[src/rtl/hazard_ctrl.sv]
// Pipeline stall/flush sequencer: load-use, memory wait states, branch flush and HLT drain.
// Control outputs are combinational; state, drain count and perf counters are registered.
module hazard_ctrl #(
    parameter int unsigned REG_W        = 4,
    parameter int unsigned CNT_W        = 16,
    parameter int unsigned DRAIN_CYCLES = 2
) (
    input  logic             clk,
    input  logic             rst,
    input  logic [REG_W-1:0] fd_rs,
    input  logic [REG_W-1:0] fd_rt,
    input  logic             fd_uses_rs,
    input  logic             fd_uses_rt,
    input  logic             fd_is_store,
    input  logic             fd_halt,
    input  logic             branch_taken,
    input  logic             dx_memread,
    input  logic [REG_W-1:0] dx_rd,
    input  logic             imem_ready,
    input  logic             dmem_req,
    input  logic             dmem_ready,
    output logic             pc_we,
    output logic             fd_we,
    output logic             fd_flush,
    output logic             dx_we,
    output logic             dx_bubble,
    output logic             xm_we,
    output logic             mw_bubble,
    output logic             halted,
    output logic [CNT_W-1:0] stall_cnt,
    output logic [CNT_W-1:0] flush_cnt
);

    localparam int unsigned DC_W = (DRAIN_CYCLES > 1) ? $clog2(DRAIN_CYCLES + 1) : 1;

    typedef enum logic [1:0] {RUN, DRAIN, HALTED} state_e;

    state_e            state_q, state_d;
    logic [DC_W-1:0]   drain_q, drain_d;
    logic [CNT_W-1:0]  stall_cnt_q, stall_cnt_d;
    logic [CNT_W-1:0]  flush_cnt_q, flush_cnt_d;
    logic              dwait, loaduse, iwait;
    logic              stall_inc, flush_inc;

    assign dwait   = dmem_req & ~dmem_ready;
    assign iwait   = ~imem_ready;
    assign loaduse = dx_memread && (dx_rd != '0) &&
                     ((fd_uses_rs && (fd_rs == dx_rd)) ||
                      (fd_uses_rt && !fd_is_store && (fd_rt == dx_rd)));

    always_comb begin
        pc_we     = 1'b1;
        fd_we     = 1'b1;
        fd_flush  = 1'b0;
        dx_we     = 1'b1;
        dx_bubble = 1'b0;
        xm_we     = 1'b1;
        mw_bubble = 1'b0;
        halted    = 1'b0;
        state_d   = state_q;
        drain_d   = drain_q;
        stall_inc = 1'b0;
        flush_inc = 1'b0;

        if (rst) begin
            pc_we     = 1'b0;
            fd_we     = 1'b0;
            dx_we     = 1'b0;
            xm_we     = 1'b0;
            fd_flush  = 1'b1;
            dx_bubble = 1'b1;
            mw_bubble = 1'b1;
            state_d   = RUN;
            drain_d   = '0;
        end else begin
            case (state_q)
                RUN: begin
                    if (dwait) begin
                        pc_we     = 1'b0;
                        fd_we     = 1'b0;
                        dx_we     = 1'b0;
                        xm_we     = 1'b0;
                        mw_bubble = 1'b1;
                        stall_inc = 1'b1;
                    end else if (loaduse || iwait) begin
                        pc_we     = 1'b0;
                        fd_we     = 1'b0;
                        dx_bubble = 1'b1;
                        stall_inc = 1'b1;
                    end else if (branch_taken) begin
                        fd_flush  = 1'b1;
                        flush_inc = 1'b1;
                    end else if (fd_halt) begin
                        pc_we    = 1'b0;
                        fd_flush = 1'b1;
                        state_d  = (DRAIN_CYCLES == 0) ? HALTED : DRAIN;
                        drain_d  = DC_W'(DRAIN_CYCLES);
                    end
                end
                DRAIN: begin
                    pc_we     = 1'b0;
                    fd_flush  = 1'b1;
                    dx_bubble = 1'b1;
                    if (dwait) begin
                        fd_we     = 1'b0;
                        dx_we     = 1'b0;
                        xm_we     = 1'b0;
                        mw_bubble = 1'b1;
                        stall_inc = 1'b1;
                    end else if (drain_q == DC_W'(1)) begin
                        state_d = HALTED;
                        drain_d = '0;
                    end else begin
                        drain_d = drain_q - DC_W'(1);
                    end
                end
                HALTED: begin
                    pc_we     = 1'b0;
                    fd_we     = 1'b0;
                    dx_we     = 1'b0;
                    xm_we     = 1'b0;
                    mw_bubble = 1'b1;
                    halted    = 1'b1;
                end
                default: state_d = RUN;
            endcase
        end

        stall_cnt_d = stall_cnt_q;
        if (stall_inc && (stall_cnt_q != '1)) stall_cnt_d = stall_cnt_q + CNT_W'(1);
        flush_cnt_d = flush_cnt_q;
        if (flush_inc && (flush_cnt_q != '1)) flush_cnt_d = flush_cnt_q + CNT_W'(1);
    end

    always_ff @(posedge clk) begin
        if (rst) begin
            state_q     <= RUN;
            drain_q     <= '0;
            stall_cnt_q <= '0;
            flush_cnt_q <= '0;
        end else begin
            state_q     <= state_d;
            drain_q     <= drain_d;
            stall_cnt_q <= stall_cnt_d;
            flush_cnt_q <= flush_cnt_d;
        end
    end

    assign stall_cnt = stall_cnt_q;
    assign flush_cnt = flush_cnt_q;

endmodule
[config.mk]
export PLATFORM = sky130hd
export DESIGN_NAME = hazard_ctrl
export DESIGN_NICKNAME = d
export VERILOG_FILES = /design/src/rtl/hazard_ctrl.sv
export SDC_FILE = /design/constraint.sdc
export NUM_CORES = 1
export LEC_CHECK = 0
export BUFFER_PORTS_ARGS = -buffer_cell sky130_fd_sc_hd__buf_2
export CAP_MARGIN = 20
export CORE_UTILIZATION = 51
export DETAILED_ROUTE_END_ITERATION = 10
export GPL_TIMING_DRIVEN = 0
export HOLD_SLACK_MARGIN = 0.12
export PLACE_DENSITY = 0.79
export SYNTH_ARGS = -nofsm -noshare
export SYNTH_HDL_FRONTEND = slang
export SYNTH_SLANG_ARGS = --single-unit
[constraint.sdc]
create_clock -name clk -period 2.5 [get_ports clk]
set_input_delay 0.5 -clock clk [delete_from_list [all_inputs] [get_ports clk]]
set_output_delay 0.5 -clock clk [all_outputs]
set_load 0.01 [all_outputs]
After elaboration in Yosys (flattened, before gate mapping)
Index checks and enable logic that the tools add are counted.
{"block": "totals", "register_bits": 36, "in_bits": 23, "output_inout_bits": 40}
{"block": "classes", "add_sub_neg": 3, "eq_ne": 13, "n_mux": 50, "bitwise_logic": 4, "n_reduce_logical": 17}
{"cell": "$add A16 B1 Y16 const B", "count": 2}
{"cell": "$ne A16 B16 Y1 const B", "count": 2}
{"cell": "$mux W1", "count": 29}
{"cell": "$mux W2", "count": 12}
{"cell": "$ne A2 B2 Y1 const B", "count": 6}
{"cell": "$pmux W1 S2", "count": 6}
{"cell": "$eq A4 B4 Y1", "count": 2}
{"cell": "$logic_and A1 B1 Y1", "count": 7}
{"cell": "$reduce_and A7 Y1", "count": 1}
{"cell": "$pmux W2 S3", "count": 1}
{"cell": "$reduce_and A6 Y1", "count": 1}
{"cell": "$eq A2 B1 Y1 const B", "count": 2}
{"cell": "$pmux W2 S2", "count": 1}
{"cell": "$reduce_bool A4 Y1", "count": 1}
{"cell": "$reduce_or A2 Y1", "count": 2}
{"cell": "$not A1 Y1", "count": 3}
{"cell": "$pmux W1 S3", "count": 1}
{"cell": "$eq A2 B2 Y1 const B", "count": 1}
{"cell": "$logic_not A2 Y1", "count": 1}
{"cell": "$logic_or A1 B1 Y1", "count": 2}
{"cell": "$reduce_bool A2 Y1", "count": 1}
{"cell": "$sub A2 B1 Y2 const B", "count": 1}
{"cell": "$and A1 B1 Y1", "count": 1}
{"cell": "$logic_not A1 Y1", "count": 1}

Depth between registers and ports, before layout
Gate-level depths: netlist of run 1.
{"block": "logic_depth", "depth_word": 11, "mapped_depth": 9, "mapped_depth_nobuf": 8}

Worst setup path after synthesis of run 1
No wires, ideal clock.
{"block": "synth_timing", "path_kind": "input port to output port", "start": "input port dx_rd[2]", "end": "output port dx_bubble", "t_arrival_ps": 1870, "t_required_ps": 2000, "setup_slack_ps": 130, "path_stages": 7, "n_path_buf": 2, "cell_sequence": "xnor2_1 > nand3_1 > or3_4 > and3_2 > buf_2 > buf_6 > o21ai_0"}
{"block": "synth_via", "elab_chain_len": 9, "elab_cells_between_ends": 13, "cone_classes": "eq/ne: 2; mux: 4; reduce/logical: 7"}
{"element": "from (decl)", "line": "18", "source": "input logic [REG_W-1:0] dx_rd,"}
{"element": "$eq A4 B4 Y1 (on tied branches)", "line": "48, 49"}
{"element": "$logic_and A1 B1 Y1 (on tied branches)", "line": "48, 49"}
{"element": "$logic_or A1 B1 Y1", "line": "48", "source": "((fd_uses_rs && (fd_rs == dx_rd)) ||"}
{"element": "$logic_and A1 B1 Y1 (*)", "line": "47", "source": "assign loaduse = dx_memread && (dx_rd != '0) &&"}
{"element": "$logic_or A1 B1 Y1 (*)", "line": "85", "source": "end else if (loaduse || iwait) begin"}
{"element": "$mux W1 (*)", "line": "85"}
{"element": "$mux W1 (*)", "line": "78", "source": "if (dwait) begin"}
{"element": "$pmux W1 S2 (*)", "line": "76", "source": "case (state_q)"}
{"element": "$mux W1 (*)", "line": "65", "source": "if (rst) begin"}
{"element": "to (decl)", "line": "26", "source": "output logic dx_bubble,"}
Every way passes the cells marked *; elsewhere a longest branch is shown, timed or not.

Worst setup path after layout of run 1
{"block": "layout_timing", "start": "input port dx_rd[1]", "end": "output port pc_we"}
{"block": "layout_via", "elab_chain_len": 9, "elab_cells_between_ends": 13, "cone_classes": "eq/ne: 2; mux: 4; reduce/logical: 7"}
{"element": "$eq A4 B4 Y1 (on tied branches)", "line": "48, 49"}
{"element": "$logic_and A1 B1 Y1 (on tied branches)", "line": "48, 49"}
{"element": "$logic_or A1 B1 Y1", "line": "48"}
{"element": "$logic_and A1 B1 Y1 (*)", "line": "47"}
{"element": "$logic_or A1 B1 Y1 (*)", "line": "85"}
{"element": "$mux W1 (*)", "line": "85"}
{"element": "$mux W1 (*)", "line": "78"}
{"element": "$pmux W1 S2 (*)", "line": "76"}
{"element": "$mux W1 (*)", "line": "65"}
{"element": "to (decl)", "line": "22", "source": "output logic pc_we,"}
Marks and branches as above.

==> implementation parameters, run 1 <==
Parameter                              Value

Global routing
  Wire length of the first global-routing pass ... 8040 um
  Total track usage ... 24.0%
  Initial antenna violation count ... 0
  Via count of the first global-routing pass ... between 1,500 and 2,000
  Overall overflow remaining after global route ... 0
  Largest net degree at the start of global routing ... 11

Power and ir drop
  Peak supply drop ... approximately 0.31 mV
  Total leakage power ... ~1.1 nW
  Internal power ... 0.862 mW
  Switching power summed over all nets ... 0.337 mW
  Power density normalized to cell area ... 459 nW/um^2
  Switching share of total power ... 28.1%
  Share of power burned in registers ... 50.1%
  Tot Pwr ... 1.20 mW
  Power share of the clock group ... 32.5%
  Combinational fraction of design power ... 17.4%

Setup path
  Critical path type ... in2out
  Crit start category ... input port
  Cell Chain, Critical Path ... buf_2 -> xor2_1 -> nor4b_2 -> nand4_2 -> buf_4 -> nand4_4 -> o22a_1 -> nor2_1 -> buf_2
  Critical Path Sink Type ... primary output
  Largest stage delay, worst path ... between 0.3 and 0.4 ns
  Arrival time at the worst endpoint ... 1.89 ns
  CP Max Fanout ... 4
  Slowest stage cell on the critical path ... sky130_fd_sc_hd__nor4b_2
  Cell repeated most along the worst path ... sky130_fd_sc_hd__buf_2
  Cell family with most CP delay ... simple AND/OR/NAND/NOR gates
  Buffers & Inverters on Critical Path ... 3
  Required time of the worst setup path ... roughly 2.0 ns
  Worst setup startpoint ... dx_rd[1]
  Reg-to-Reg Start ... stall_cnt[0]

Floorplanning
  Floorplan die height ... about 67 um
  I/O pin cnt ... 63
  Site Rows ... 23
  Starting Density ... between 50% and 60%
  Horizontal die dimension ... between 60 and 70 um
  Die area ... 4430 sq um
  Floorplan Core Area ... about 4000 sq um

Logic synthesis
  Top flip-flop cell by instance count after synthesis ... sky130_fd_sc_hd__dfxtp_1
  YS warnings ... 0
  Avg Cell Area, Syn ... 8.37 sq um
  Count of distinct cell types in the synthesized netlist ... 52
  Synthesized Nets ... 284
  Sequential cell area fraction in the yosys report ... 33.9%
  Post-synth EDFFs ... 0
  Area of the mapped netlist ... roughly 2100 sq um
  Flop and latch count out of synthesis ... 36
  Post-Synthesis Cells ... between 200 and 300
  Proportion of synthesized flip-flops having asynchronous set or reset ... 0%

Detailed routing
  First-pass detailed-route iteration total ... 4
  Wire length per cell after detailed routing ... about 13 um
  Vias per inst ... 5.50
  Starting DRT DRC Count ... 128
  Routed via count ... 2,056
  Post-route antenna net violation count ... 0
  Routed WL ... slightly above 5000 um
  Final routed DRC violation total ... 0

Timing
  Worst-Margin Slew ... 0.470 ns
  Final Cycle Share ... a little over nine tenths
  Min Clock Period, post-route ... between 2 and 2.5 ns
  Max-slew violation count ... 0
  Worst Hold Slack ... about 0.5 ns
  Headroom to the max-slew limit ... 68.7%
  Maximum operating frequency ... 0.419 GHz
  Setup violation total in the final timing report ... 0
  Final hold violation count ... 0
  Setup repair after global routing missed its margin ... false
  Worst clock skew ... roughly 0.010 ns

CTS
  CTS tree ... done
  Clk Latency, worst-skew pair ... between 0.2 and 0.3 ns
  Number of levels in the clock H-tree ... 2
  Clock buffer depth ... 2
  CTS Root Cell ... sky130_fd_sc_hd__clkbuf_8
  Clock buffers created by TritonCTS ... 5
  Clk slew on worst S/H paths ... 0.07 ns
  Clock sink count ... 36
  Number of hold-repair buffers added at the cts stage ... 0

Placement
  Last weighted congestion value of the routability-driven placer ... 0.820
  Total of buffers placed on input and output ports ... slightly above 60
  HPWL after detailed placement ... 3640 um

Finish
  Fraction of layout instances using a drive strength above 1 ... approximately 28%
  Antenna diode count ... 0
  Top library cells by usage in the layout, fill and taps aside ... sky130_fd_sc_hd__buf_2, sky130_fd_sc_hd__nor2_1, sky130_fd_sc_hd__dfxtp_1
  Number of nets in the final layout ... 354
  Area added between synthesis and finish ... 22.9%
  Most common cell after layout, fill and taps aside ... sky130_fd_sc_hd__buf_2
  Core utilization of the finished layout ... 65.3%

Min path
  Min-delay src ... stall_cnt[14]
  Type of the most critical hold path ... reg2reg

Run
  Max-cap check violation count ... 0

Status
  Result of the run ... finished, final reports clean
-- layer usage --
layer,GRT usage (%),share of wire [%]
met5,0,0
met2,39.9,49
met3,5.82,4.4
met4,9.31,1.1
met1,29.4,46
-- registers in the layout (all words and copies together), names as in the netlist --
| name | count |
|---|---|
| drain_q | 2 |
| flush_cnt | 16 |
| state_q | 2 |
| stall_cnt | 16 |
-- worst min-delay path: stages, from the launching register on --
cell and delay [ns]:
sky130_fd_sc_hd__dfxtp_1 0.33, sky130_fd_sc_hd__o31ai_1 0.07, sky130_fd_sc_hd__a21oi_1 0.05
-- metrics by stage --
step / TNS [ns] / area, sq um / setup slack [ns] / instances
final: 0 / 2610 / 0.112 / 374
after floorplan: 0 / 2130 / 0.130 / 254
after global routing: 0 / 2610 / 0.00337 / 374
after CTS: 0 / 2580 / 0.0132 / 373
after detailed placement: -0.153 / 2490 / -0.124 / 365
after global placement: -0.113 / 2490 / -0.0943 / 365
-- repair_timing --
item	in CTS	in global routing
resized for setup	0	7
endpoints found under the hold margin	0	0
endpoints found under the setup margin	2	4
pin swaps	3	3
setup buffers	2	3
-- cells by family after synthesis --
kind of cell / synth area share (%)
and+or+nand+nor: 32.0
DFF: 33.9
adders and majority gates: 4.12
AOI/OAI and AO/OA: 10.1
xor gates and xnor gates: 11.9
buffers and inverters: 5.06
muxes: 2.88
-- final cells by class --
class                      count  area (sq um)
multi-input combinational    198          1330
fill                         373          1390
buffer                         6          40.0
clock buffer                   6          72.6
clock inverter                 1          5.00
tap                           50          62.6
inverter                      11          41.3
timing repair buffer          66           343
sequential                    36           721
-- Yosys cell counts (3+ instances only) --
| master | instances | share of area, % |
|---|---|---|
| sky130_fd_sc_hd__a211oi_1 | 4 | 1.4 |
| sky130_fd_sc_hd__a21oi_1 | 8 | 1.9 |
| sky130_fd_sc_hd__and3_1 | 5 | 1.5 |
| sky130_fd_sc_hd__clkbuf_1 | 3 | 0.53 |
| sky130_fd_sc_hd__dfxtp_1 | 36 | 34 |
| sky130_fd_sc_hd__ha_1 | 7 | 4.1 |
| sky130_fd_sc_hd__inv_1 | 10 | 1.8 |
| sky130_fd_sc_hd__mux2i_1 | 5 | 2.4 |
| sky130_fd_sc_hd__nand2_1 | 20 | 3.5 |
| sky130_fd_sc_hd__nand3_1 | 21 | 4.9 |
| sky130_fd_sc_hd__nand4_1 | 7 | 2.1 |
| sky130_fd_sc_hd__nor2_1 | 37 | 6.5 |
| sky130_fd_sc_hd__nor2b_1 | 4 | 1.2 |
| sky130_fd_sc_hd__nor3_1 | 8 | 1.9 |
| sky130_fd_sc_hd__o21ai_0 | 6 | 1.4 |
| sky130_fd_sc_hd__or3_1 | 3 | 0.88 |
| sky130_fd_sc_hd__xnor2_1 | 15 | 6.2 |
| sky130_fd_sc_hd__xor2_1 | 14 | 5.8 |
-- path summary, 6_finish.rpt --
kind | slack, ns | endpoint | cells after the start
min reg2reg | 0.50 | stall_cnt[14] | 2
max reg2reg | 0.27 | stall_cnt[12] | 7
min | 0.50 | stall_cnt[14] | 2
max | 0.11 | pc_we | 9
-- power groups by stage --
stage | Combinational (mW) | Clock [mW] | Sequential, mW
floorplan | 0.128 | 0 | 0.614
global placement | 0.194 | 0 | 0.613
detailed placement | 0.197 | 0 | 0.613
CTS | 0.197 | 0.397 | 0.600
global route | 0.232 | 0.425 | 0.603
finish | 0.208 | 0.389 | 0.601
Power figures use the tool's default switching activity.
==> inputs of run 2 (changes only) <==
- CORE_ASPECT_RATIO: unset -> 1.4
==> implementation parameters, run 2 (synthesized netlist as in run 1, its figures left out) <==
Parameter                              Value

Global routing
  Total track usage ... 23.1%
  Via count of the first global-routing pass ... 1,881
  Overall overflow remaining after global route ... 0
  Largest net degree at the start of global routing ... 13
  Initial antenna violation count ... 0
  Wire length of the first global-routing pass ... between 8000 and 9000 um

Timing
  Setup violation total in the final timing report ... 0
  Min Clock Period, post-route ... between 2 and 2.5 ns
  Headroom to the max-slew limit ... 66.1%
  Worst clock skew ... 0.00510 ns
  Final hold violation count ... 0
  Max-slew violation count ... 0
  Setup repair after global routing missed its margin ... false
  Final Cycle Share ... between 90% and 100%
  Worst-Margin Slew ... approximately 0.5 ns
  Maximum operating frequency ... 0.419 GHz
  Total negative slack for setup checks ... 0 ns

Setup path
  FF-to-FF path depth ... 7
  Cell Chain, Critical Path ... buf_2 -> o41ai_4 -> nor4b_2 -> nand4_2 -> nand4_4 -> o22a_1 -> nor2_1 -> buf_2
  Cell repeated most along the worst path ... sky130_fd_sc_hd__buf_2
  Instance count on the critical path ... 8
  Reg-to-reg endpoint ... stall_cnt[12]
  Arrival time at the worst endpoint ... around 1.9 ns
  Critical Path Sink Type ... primary output
  CP Max Fanout ... 9
  Required time of the worst setup path ... 2.00 ns
  Slowest stage cell on the critical path ... sky130_fd_sc_hd__o41ai_4
  Crit start category ... input port
  Critical path endpoint ... pc_we
  Reg-to-Reg Start ... stall_cnt[0]
  Register-to-register path setup slack ... 0.36 ns
  Worst setup startpoint ... dx_rd[0]
  Critical path type ... in2out
  Buffers & Inverters on Critical Path ... 2
  Largest stage delay, worst path ... 0.39 ns
  Cell family with most CP delay ... compound AO/OA/AOI/OAI gates

Detailed routing
  Starting DRT DRC Count ... 55
  First-pass detailed-route iteration total ... 4
  Routed WL ... 4800 um
  Highest metal layer used by the detailed router ... met4
  Wire length per cell after detailed routing ... 13.1 um
  Routed met2 length ... 2450 um
  Vias per inst ... roughly 5.6
  Length of routed wiring on met1 ... a little over 2000 um
  Final routed DRC violation total ... 0
  Routed via count ... roughly 2,000
  Detailed route wirelength on metal3 ... 246 um
  Post-route antenna net violation count ... 0

Floorplanning
  Site Rows ... 27
  Horizontal die dimension ... 56.6 um
  Die area ... 4440 sq um
  Floorplan Core Area ... 3950 sq um
  Floorplan die height ... 78.4 um
  Starting Density ... 53.8%
  I/O pin cnt ... 63

Finish
  Fraction of layout instances using a drive strength above 1 ... between 20 and 30%
  Final instance area ... 2620 sq um
  Post-Layout Cell Count ... 368
  Filler instances ... 345
  Number of nets in the final layout ... 354
  Antenna diode count ... 0
  Area added between synthesis and finish ... 23.3%
  Top library cells by usage in the layout, fill and taps aside ... sky130_fd_sc_hd__buf_2, sky130_fd_sc_hd__nor2_1, sky130_fd_sc_hd__dfxtp_1
  Most common cell after layout, fill and taps aside ... sky130_fd_sc_hd__buf_2

Power and ir drop
  Peak supply drop ... 0.485 mV
  Total leakage power ... 1.14 nW
  Power density normalized to cell area ... between 400 and 500 nW/um^2

Run
  Max-cap check violation count ... 0

Min path
  Type of the most critical hold path ... reg2reg

Placement
  Area after DPL ... 2490 sq um
  Placed instance count ... 358
  Total of buffers placed on input and output ports ... between 60 and 70
  Last weighted congestion value of the routability-driven placer ... 0.894
  HPWL after detailed placement ... 3620 um

CTS
  Clock buffer depth ... 2
  Clock buffers created by TritonCTS ... 5
  Clk Latency, worst-skew pair ... 0.29 ns
  Number of levels in the clock H-tree ... 2
  Clock sink count ... 36
  Clk slew on worst S/H paths ... 0.07 ns
  CTS tree ... done
  CTS Root Cell ... sky130_fd_sc_hd__clkbuf_8

Status
  Result of the run ... finished, final reports clean
run 2: final cells by class:
cell class / instances / area [sq um] / share of cell area, %
clock buffers: 5 / 68.8 / 2.62
flip-flops and latches: 36 / 721 / 27.5
repair buffers: 65 / 335 / 12.8
clock inverters: 3 / 18.8 / 0.716
inverters: 11 / 41.3 / 1.57
plain buffers: 7 / 51.3 / 1.96
well taps: 43 / 53.8 / 2.05
multi-input cells: 198 / 1330 / 50.8
run 2: worst register-to-register path: cells and delay by family (launching register included):
family / cells / cell delay [ns]
AO/OA/AOI/OAI: 1 / 0.27
adder cells (fa/ha/maj): 1 / 0.23
flip-flops: 1 / 0.35
multiplexers: 1 / 0.37
AND/OR/NAND/NOR: 4 / 0.82
run 2: what timing repair did:
| action | in CTS | in global routing |
|---|---|---|
| hold buffers | 0 | 0 |
| gates cloned | 0 | 0 |
| setup buffers | 2 | 2 |
| pin swaps | 3 | 2 |
| gates resized for setup | 4 | 2 |
| endpoints found under the setup margin | 2 | 2 |
run 2: power by group:
part           internal [mW]  total [mW]  switching, mW  leakage [nW]
combinational         0.0875       0.207          0.120         0.797
sequential             0.586       0.601         0.0151         0.291
clock                  0.194       0.409          0.215        0.0479
run 2: through the flow:
stage	utilization, %	power (mW)	hold WS [ns]	setup WS, ns
2_1_floorplan	-	0.743	0.493	0.130
3_3_place_gp	62.9	0.808	0.471	-0.113
3_5_place_dp	62.9	0.810	0.476	-0.124
4_1_cts	65.6	1.22	0.494	0.0491
5_1_grt	66.4	1.28	0.514	0.0111
6_report	66.4	1.22	0.492	0.115
run 2: worst min path at each step:
stage / to / cells past startpoint / slack, ns / start
after floorplan: flush_cnt[4] / 1 / 0.49 / flush_cnt[4]
after global placement: flush_cnt[4] / 1 / 0.47 / flush_cnt[4]
after detailed placement: flush_cnt[4] / 1 / 0.48 / flush_cnt[4]
after CTS: flush_cnt[4] / 1 / 0.49 / flush_cnt[4]
after global routing: stall_cnt[14] / 2 / 0.51 / stall_cnt[14]
final: flush_cnt[4] / 1 / 0.49 / flush_cnt[4]
run 2: routing by layer:
| layer | vias up | GRT usage, % |
|---|---|---|
| met5 | - | 0 |
| met4 | 0 | 10.7 |
| met3 | 9 | 5.77 |
| met2 | 69 | 40.4 |
| met1 | 943 | 26.0 |
| li1 | 1026 | - |
